## config.mk

```make
export PLATFORM = sky130hd
export DESIGN_NAME = writeback_unit
export DESIGN_NICKNAME = d
export VERILOG_FILES = /design/src/rtl/wb_pkg.sv /design/src/rtl/writeback_fifo.sv /design/src/rtl/writeback_unit.sv
export SDC_FILE = /design/constraint.sdc
export NUM_CORES = 1
export LEC_CHECK = 0
export ABC_AREA = 0
export BUFFER_PORTS_ARGS = -buffer_cell sky130_fd_sc_hd__buf_2
export CORE_MARGIN = 10
export CORE_UTILIZATION = 58
export CTS_BUF_LIST = sky130_fd_sc_hd__clkbuf_4 sky130_fd_sc_hd__clkbuf_8
export DETAILED_ROUTE_END_ITERATION = 8
export PLACE_DENSITY = 0.8
export SLEW_MARGIN = 5
export SYNTH_ARGS = -nofsm -noshare
export SYNTH_HDL_FRONTEND = slang
export SYNTH_SLANG_ARGS = --single-unit
```

## constraint.sdc

```tcl
create_clock -name clock -period 3 [get_ports clock]
set_input_delay 0.45 -clock clock [delete_from_list [all_inputs] [get_ports clock]]
set_output_delay 0.45 -clock clock [all_outputs]
set_load 0.005 [all_outputs]
```

## src/rtl/wb_pkg.sv

```systemverilog
// Shared types and constants for the register-file writeback path.
package wb_pkg;

    localparam int DATA_W = 32;
    localparam int ADDR_W = 5;
    localparam int NREGS  = 1 << ADDR_W;

    localparam logic [ADDR_W-1:0] ZERO_REG = '0;

    typedef struct packed {
        logic [ADDR_W-1:0] dest;
        logic [DATA_W-1:0] value;
    } wb_entry_t;

endpackage

```

## src/rtl/writeback_fifo.sv

```systemverilog
// Synchronous FIFO of writeback entries buffering slow-path results.
module writeback_fifo
    import wb_pkg::*;
#(
    parameter int DEPTH = 4
) (
    input  logic      clock,
    input  logic      reset,
    input  logic      flush,
    input  logic      push,
    input  wb_entry_t push_data,
    input  logic      pop,
    output wb_entry_t pop_data,
    output logic      full,
    output logic      empty
);

    localparam int PTR_W = $clog2(DEPTH);
    localparam int CNT_W = PTR_W + 1;

    logic [PTR_W-1:0] wr_ptr_q, wr_ptr_d;
    logic [PTR_W-1:0] rd_ptr_q, rd_ptr_d;
    logic [CNT_W-1:0] count_q, count_d;
    wb_entry_t        mem_q [DEPTH];
    wb_entry_t        mem_d [DEPTH];
    logic             do_push, do_pop;

    assign full     = (count_q == CNT_W'(DEPTH));
    assign empty    = (count_q == '0);
    assign pop_data = mem_q[rd_ptr_q];

    // A push into a full FIFO is only safe when the head leaves on the same edge.
    assign do_push = push && (!full || pop);
    assign do_pop  = pop && !empty;

    always_comb begin
        mem_d    = mem_q;
        wr_ptr_d = wr_ptr_q;
        rd_ptr_d = rd_ptr_q;
        count_d  = count_q;
        if (flush) begin
            wr_ptr_d = '0;
            rd_ptr_d = '0;
            count_d  = '0;
        end else begin
            if (do_push) begin
                mem_d[wr_ptr_q] = push_data;
                wr_ptr_d        = wr_ptr_q + PTR_W'(1);
            end
            if (do_pop) begin
                rd_ptr_d = rd_ptr_q + PTR_W'(1);
            end
            case ({do_push, do_pop})
                2'b10:   count_d = count_q + CNT_W'(1);
                2'b01:   count_d = count_q - CNT_W'(1);
                default: count_d = count_q;
            endcase
        end
    end

    always_ff @(posedge clock) begin
        if (reset) begin
            wr_ptr_q <= '0;
            rd_ptr_q <= '0;
            count_q  <= '0;
        end else begin
            wr_ptr_q <= wr_ptr_d;
            rd_ptr_q <= rd_ptr_d;
            count_q  <= count_d;
        end
        mem_q <= mem_d;
    end

endmodule

```

## src/rtl/writeback_unit.sv

```systemverilog
// Single-port register-file writer: ALU results win, slow-path results queue,
// and a busy scoreboard tracks destinations with writes still outstanding.
module writeback_unit #(
    parameter int DATA_W = wb_pkg::DATA_W,
    parameter int ADDR_W = wb_pkg::ADDR_W,
    parameter int QDEPTH = 4
) (
    input  logic                   clock,
    input  logic                   reset,
    input  logic                   flush,
    input  logic                   alu_valid,
    input  logic [ADDR_W-1:0]      alu_dest,
    input  logic [DATA_W-1:0]      alu_value,
    input  logic                   mem_valid,
    output logic                   mem_ready,
    input  logic [ADDR_W-1:0]      mem_dest,
    input  logic [DATA_W-1:0]      mem_value,
    input  logic                   issue_valid,
    input  logic [ADDR_W-1:0]      issue_dest,
    output logic [(1<<ADDR_W)-1:0] busy,
    output logic [ADDR_W-1:0]      pos,
    output logic [DATA_W-1:0]      writevalue
);

    import wb_pkg::*;

    localparam int NR = 1 << ADDR_W;

    logic [ADDR_W-1:0] pos_q, pos_d;
    logic [DATA_W-1:0] writevalue_q, writevalue_d;
    logic [NR-1:0]     busy_q, busy_d;

    wb_entry_t fifo_in, fifo_head;
    logic      fifo_push, fifo_pop, fifo_full, fifo_empty;
    logic      alu_emit;

    assign mem_ready = !fifo_full && !reset;
    assign fifo_in   = '{dest: mem_dest, value: mem_value};
    assign alu_emit  = alu_valid && (alu_dest != ZERO_REG);

    // r0 results are accepted to keep the handshake moving but never stored.
    assign fifo_push = mem_valid && mem_ready && !flush && (mem_dest != ZERO_REG);
    assign fifo_pop  = !alu_emit && !fifo_empty && !flush;

    writeback_fifo #(
        .DEPTH(QDEPTH)
    ) u_fifo (
        .clock    (clock),
        .reset    (reset),
        .flush    (flush),
        .push     (fifo_push),
        .push_data(fifo_in),
        .pop      (fifo_pop),
        .pop_data (fifo_head),
        .full     (fifo_full),
        .empty    (fifo_empty)
    );

    always_comb begin
        pos_d        = '0;
        writevalue_d = '0;
        if (alu_emit) begin
            pos_d        = alu_dest;
            writevalue_d = alu_value;
        end else if (fifo_pop) begin
            pos_d        = fifo_head.dest;
            writevalue_d = fifo_head.value;
        end
    end

    // Clear is applied before set so a same-edge claim of the retiring index survives.
    always_comb begin
        busy_d = busy_q;
        if (flush) begin
            busy_d = '0;
        end else begin
            busy_d[pos_d] = 1'b0;
            if (issue_valid && (issue_dest != ZERO_REG)) begin
                busy_d[issue_dest] = 1'b1;
            end
        end
        busy_d[0] = 1'b0;
    end

    always_ff @(posedge clock) begin
        if (reset) begin
            pos_q        <= '0;
            writevalue_q <= '0;
            busy_q       <= '0;
        end else begin
            pos_q        <= pos_d;
            writevalue_q <= writevalue_d;
            busy_q       <= busy_d;
        end
    end

    assign pos        = pos_q;
    assign writevalue = writevalue_q;
    assign busy       = busy_q;

endmodule
```

## Yosys cells after proc, flatten, opt, wreduce, memory -nomap -nowiden

Cells that the tools add are included.

- Register bits after elaboration: 224
- Bits of input ports: 85
- Output and inout bits: 70
- Logic and storage cells: 77

- Add/sub/neg operators: 4
- Magnitude comparators: 7
- Eq/ne operators: 3
- Multiplexer cells: 16
- Bitwise operators: 6
- Reductions and logical operators: 26

Operators with widths:

| operator | count |
|---|---|
| bitwise mux 148 bit | 1 |
| two-way mux 37 bit | 3 |
| two-way mux 32 bit | 3 |
| binary-select mux 37 bit (select 2 bit) | 1 |
| demux 37 bit (select 2 bit) | 1 |
| bitwise AND 32 bit | 1 |
| inverter 32 bit | 1 |
| OR 32 bit | 1 |
| nonzero test 5 bit | 3 |
| logical AND 1 bit | 13 |
| < comparator 5 x 6 -> 1 bit, second input constant | 2 |
| demux 1 bit (select 5 bit) | 2 |
| greater-or-equal comparator 5 x 1 -> 1 bit, second input constant | 2 |
| two-way mux 5 bit | 2 |
| greater-or-equal comparator 3 bit, second input constant | 2 |
| inverter 2 -> 3 bit | 2 |
| one-hot mux 3 bit (2 select lines) | 1 |
| zero test 1 bit | 5 |
| adder 2 x 1 -> 2 bit, second input constant | 2 |
| adder 3 x 1 -> 3 bit, second input constant | 1 |
| == test 3 bit, second input constant | 1 |
| zero test 3 bit | 1 |
| < comparator 3 x 1 -> 1 bit, second input constant | 1 |
| subtractor 3 x 1 -> 3 bit, second input constant | 1 |
| other kinds (8) | 9 |

## Depth between registers and ports, before layout

- Depth in word-level cells: 15
- Mapped depth: 10
- Depth with buffers taken out: 10

## Hierarchy

From an unflattened synthesis, not the netlist that was laid out.

- Cell total of the unflattened synthesis: 614
- Area, all modules: 8804.7 sq um

By module, submodules not included:

| module | instances | cells an instance | area an instance (sq um) | seq. area each (sq um) |
|---|---|---|---|---|
| writeback_fifo | 1 | 245 | 5790.6 | 4584.4 |
| writeback_unit | 1 | 369 | 3014.1 | 1361.3 |

## Least setup slack after synthesis

Ideal clock, no wire load.

- Path kind: input -> register
- Start point: in alu_dest[0]
- End point: reg u_fifo.count_q[2]
- Library setup time: 0.070 ns
- Arrival time: 2.697 ns
- Required time: 2.930 ns
- Path slack: 0.233 ns
- Cell stages on the path: 10
- Path buffers: 1
- Cells stage by stage: or2_1 > o41a_4 > buf_2 > nor2_1 > ha_1 > inv_1 > fa_1 > xor2_1 > or3_1 > a21oi_1

- Elaborated cells between the ends (all ways): 12

RTL lines:

| element | line | source |
|---|---|---|
| start: declaration | writeback_unit.sv:12 | `input logic [ADDR_W-1:0] alu_dest,` |
| nonzero test 5 bit * | writeback_unit.sv:39 | `assign alu_emit = alu_valid && (alu_dest != ZERO_REG);` |
| logical AND 1 bit * | writeback_unit.sv:39 |  |
| zero test 1 bit * | writeback_unit.sv:43 | `assign fifo_pop = !alu_emit && !fifo_empty && !flush;` |
| logical AND 1 bit * (2 in series) | writeback_unit.sv:43 |  |
| logical AND 1 bit * | writeback_fifo.sv:34 | `assign do_pop = pop && !empty;` |
| net u_fifo.do_pop | writeback_fifo.sv:26 | `logic do_push, do_pop;` |
| == test 2 x 1 -> 1 bit / == test 2 bit (equally long branches) | writeback_fifo.sv:53 | `case ({do_push, do_pop})` |
| one-hot mux 3 bit (2 select lines) / nonzero test 2 bit (equally long branches) | n/a |  |
| end signal: assignment | writeback_fifo.sv:69 | `count_q <= count_d;` |
| end: declaration | writeback_fifo.sv:23 | `logic [CNT_W-1:0] count_q, count_d;` |

Mark *: on every way through the listed nets, which the timed path passes. The rest lies on a longest branch.
A chain may end at the register's enable or synchronous reset.

## Final worst setup path

- Start point: reg u_fifo.count_q[2]
- End point: reg u_fifo.count_q[2]

- Elaborated cells between the ends (all ways): 19

RTL lines:

| element | line | source |
|---|---|---|
| zero test 3 bit * | writeback_fifo.sv:29 | `assign empty = (count_q == '0);` |
| zero test 1 bit * | writeback_fifo.sv:34, writeback_unit.sv:43 |  |
| logical AND 1 bit (2 in series) | writeback_unit.sv:43 |  |
| logical AND 1 bit * | writeback_fifo.sv:34 |  |
| net u_fifo.do_pop | writeback_fifo.sv:26 |  |
| == test 2 x 1 -> 1 bit / == test 2 bit (equally long branches) | writeback_fifo.sv:53 |  |
| one-hot mux 3 bit (2 select lines) / nonzero test 2 bit (equally long branches) | n/a |  |

Marks and branches as above.

==> flow_metrics.tcl <==
set metrics [dict create \
    syn_inst 604 \
    slowest_delay_ns 0.39 \
    grt_util_all_layers_pct 20.13 \
    clock_sinks 223 \
    max-slew-margin-rel_pct 31.33 \
    postCtsSetupBuffers 0 \
    startpoint_type "register" \
    nets 857 \
    grt_max_degree 40 \
    dr_total_vias 5794 \
    hold_class "input pin to register" \
    place_inst 913 \
    clk_path_buf_depth 3 \
    start_util_pct 59.72 \
    num_io_pins 155 \
    core_area_mm2 0.01470 \
    drv_cap 0 \
    cp_top_family "simple AND/OR/NAND/NOR gates" \
    yosys-top-cells-count "edfxtp_1, dfxtp_1, nand2_1" \
    numCtsBuffers 35 \
    drt_iter0_markers 421 \
    rsz0062_at_grt "no" \
    die_h_um 143.0 \
    critPathRequiredTime_ns 3.44 \
    ys_ff_latch 223 \
    cp_data_arrival_time_ns 2.84 \
    hold_viol 0 \
    synth-edff-count 148 \
    synthDistinctLibCells 53 \
    powerDensity_mw_per_mm2 604.5 \
    cp_slowest_cell "dfxtp_1" \
    via_per_inst 5.924 \
    die_x_um 143.0 \
    post-route-drc-count 0 \
    syn_area_mm2 0.008778 \
    worstMarginPinSlew_ns 1.030 \
    path_cells "nor3_1 > or2_2 > nor2_1 > ha_1 > inv_1 > fa_1 > xor2_1 > or3_1 > a21oi_1" \
    firstDrtPassIters 5 \
    synth-main-ff-cell "edfxtp_1" \
    synthTopCellsByArea "edfxtp_1, dfxtp_1, mux4_2, a21oi_1, nand2_1" \
    antenna_found_initial 2 \
    syn2layout_area_growth_pct 19.20 \
    cts_tree "yes" \
    routedWlPerCell_um 21.43 \
    ir_worst_vdd_v 0.0005381 \
    whs_ns 0.1412 \
    cp_max_fo 6 \
    portBuffers 153 \
    synth_top_area_share_pct 50.63 \
    drive_above_1_share_pct 35.73 \
    htree_levels 2 \
    skew_ns 0.01242 \
    fillCellCount 981 \
    clock_latency_ns 0.52 \
    synth.most_common_cell "edfxtp_1" \
    syn_avg_cell_area_um2 14.53 \
    grt_overflow 0 \
    cts_root_buf "clkbuf_8" \
    multi_input_area_mm2 0.002644 \
    dp_hpwl_mm 13.76 \
    fmax_mhz 417.0 \
    grt_pass1_vias 6057 \
    fp-row-count 44 \
    cts_resized 0 \
    worstSetupEndpointType "register" \
    critical_path_buf_inv_count 1 \
    synth_area_leader_cell "edfxtp_1" \
    wl_mm 20.96 \
    syn-num-nets 695 \
    ant_nets 0 \
    fin_crit_sh_pct 79.95 \
    outcome "completed" \
    dieArea_mm2 0.02046 \
    grt_pass1_wl_mm 32.45 \
    setup.worst_path.class "register to register" \
    drv_slew 0 \
    post-route-min-period_ns 2.398 \
    cts_hold_buf 0 \
    async_reset_ff_share_pct 0 \
    stdcell_count 978 \
    gp_congestion 0.8627 \
    clk_pin_slew_ns 0.07 \
    design_power_total_mw 6.326 \
    synth_warnings 0 \
    synth_seq_area_share_pct 67.73 \
    finalSetupViolCount 0 \
    p_leak_nw 3.755 \
    tns_ns 0 \
    register_area_mm2 0.005948 \
]
## cell families after synthesis
logic type               synth area share [%]
AO/OA/AOI/OAI                           10.01
XOR/XNOR                               0.4990
adder cells (fa/ha/maj)                0.9407
buffers and inverters                   2.423
flip-flops                              67.73
multiplexers                            9.692
other                                 0.04272
AND/OR/NAND/NOR                         8.666
## power breakdown
part / switching (mW) / leakage, nW / internal [mW] / total, mW
clock network: 1.14 / 0.398 / 1.54 / 2.68
logic: 0.199 / 1.41 / 0.118 / 0.318
registers: 0.0122 / 1.95 / 3.32 / 3.33
## layout by cell type, fill, tap and decap left out, drive strengths merged, types with 2 or more instances in the layout
cell type,synthesis,final
nand3b,3,3
clkbuf,26,55
or2,3,3
mux2i,4,4
o41a,2,2
mux4,36,36
nand3,37,37
dfxtp,75,75
xnor2,2,2
a311oi,23,23
o41ai,2,2
nor3,2,2
buf,14,165
o31ai,7,7
a21oi,67,67
and3,3,3
nor3b,5,5
o22a,2,2
clkinv,0,5
or4,2,2
ha,5,5
o21ai,5,5
and3b,3,3
nand2,71,71
nor2,24,24
a41oi,2,2
inv,8,9
edfxtp,148,148
diode,0,2
and2,6,6
xor2,3,3
## stage by stage
stage | worst slack (ns) | utilization [%] | area (um2)
3_3_place_gp | 0.2428 | 66.05 | 9708
3_5_place_dp | 0.1417 | 66.05 | 9708
5_1_grt | 0.4266 | 71.17 | 10460
6_report | 0.6016 | 71.19 | 10460
2_1_floorplan | 0.2332 | - | 8778
4_1_cts | 0.6031 | 71.15 | 10460
## area by class of cell
| class | count | share of cell area [%] |
|---|---|---|
| multi-input combinational | 333 | 25.27 |
| clock inverter | 8 | 0.6577 |
| timing repair buffer | 165 | 8.179 |
| sequential | 223 | 56.85 |
| antenna | 2 | 0.04783 |
| tap | 184 | 2.200 |
| clock buffer | 55 | 6.517 |
| inverter | 8 | 0.2870 |
## metal layers
layer	global-route usage, %	wire length (um)	vias to the layer above
met5	0	0	-
met4	8.523	543	0
met3	5.539	1698	49
met2	33.07	10380	279
met1	24.59	8339	2817
li1	-	-	2649
## sequential cells by signal, summed over array words and instances, names as in the netlist
register and count:
u_fifo.rd_ptr_q 2, pos 5, u_fifo.count_q 3, u_fifo.mem_q 148
writevalue 32, u_fifo.wr_ptr_q 2, busy 31
## worst paths after layout
check / depth (start not counted) / slack [ns] / start / end
worst min-delay path: 1 / 0.14 / mem_value[11] / u_fifo.mem_q[48]$_DFFE_PP_
worst max register to register: 9 / 0.60 / u_fifo.count_q[2]$_SDFFE_PP0P_ / u_fifo.count_q[2]$_SDFFE_PP0P_
worst min register to register: 2 / 0.48 / busy[28]$_SDFF_PP0_ / busy[28]$_SDFF_PP0_
worst max-delay path: 9 / 0.60 / u_fifo.count_q[2]$_SDFFE_PP0P_ / u_fifo.count_q[2]$_SDFFE_PP0P_
Note: power is estimated with default switching activity, not from simulation.
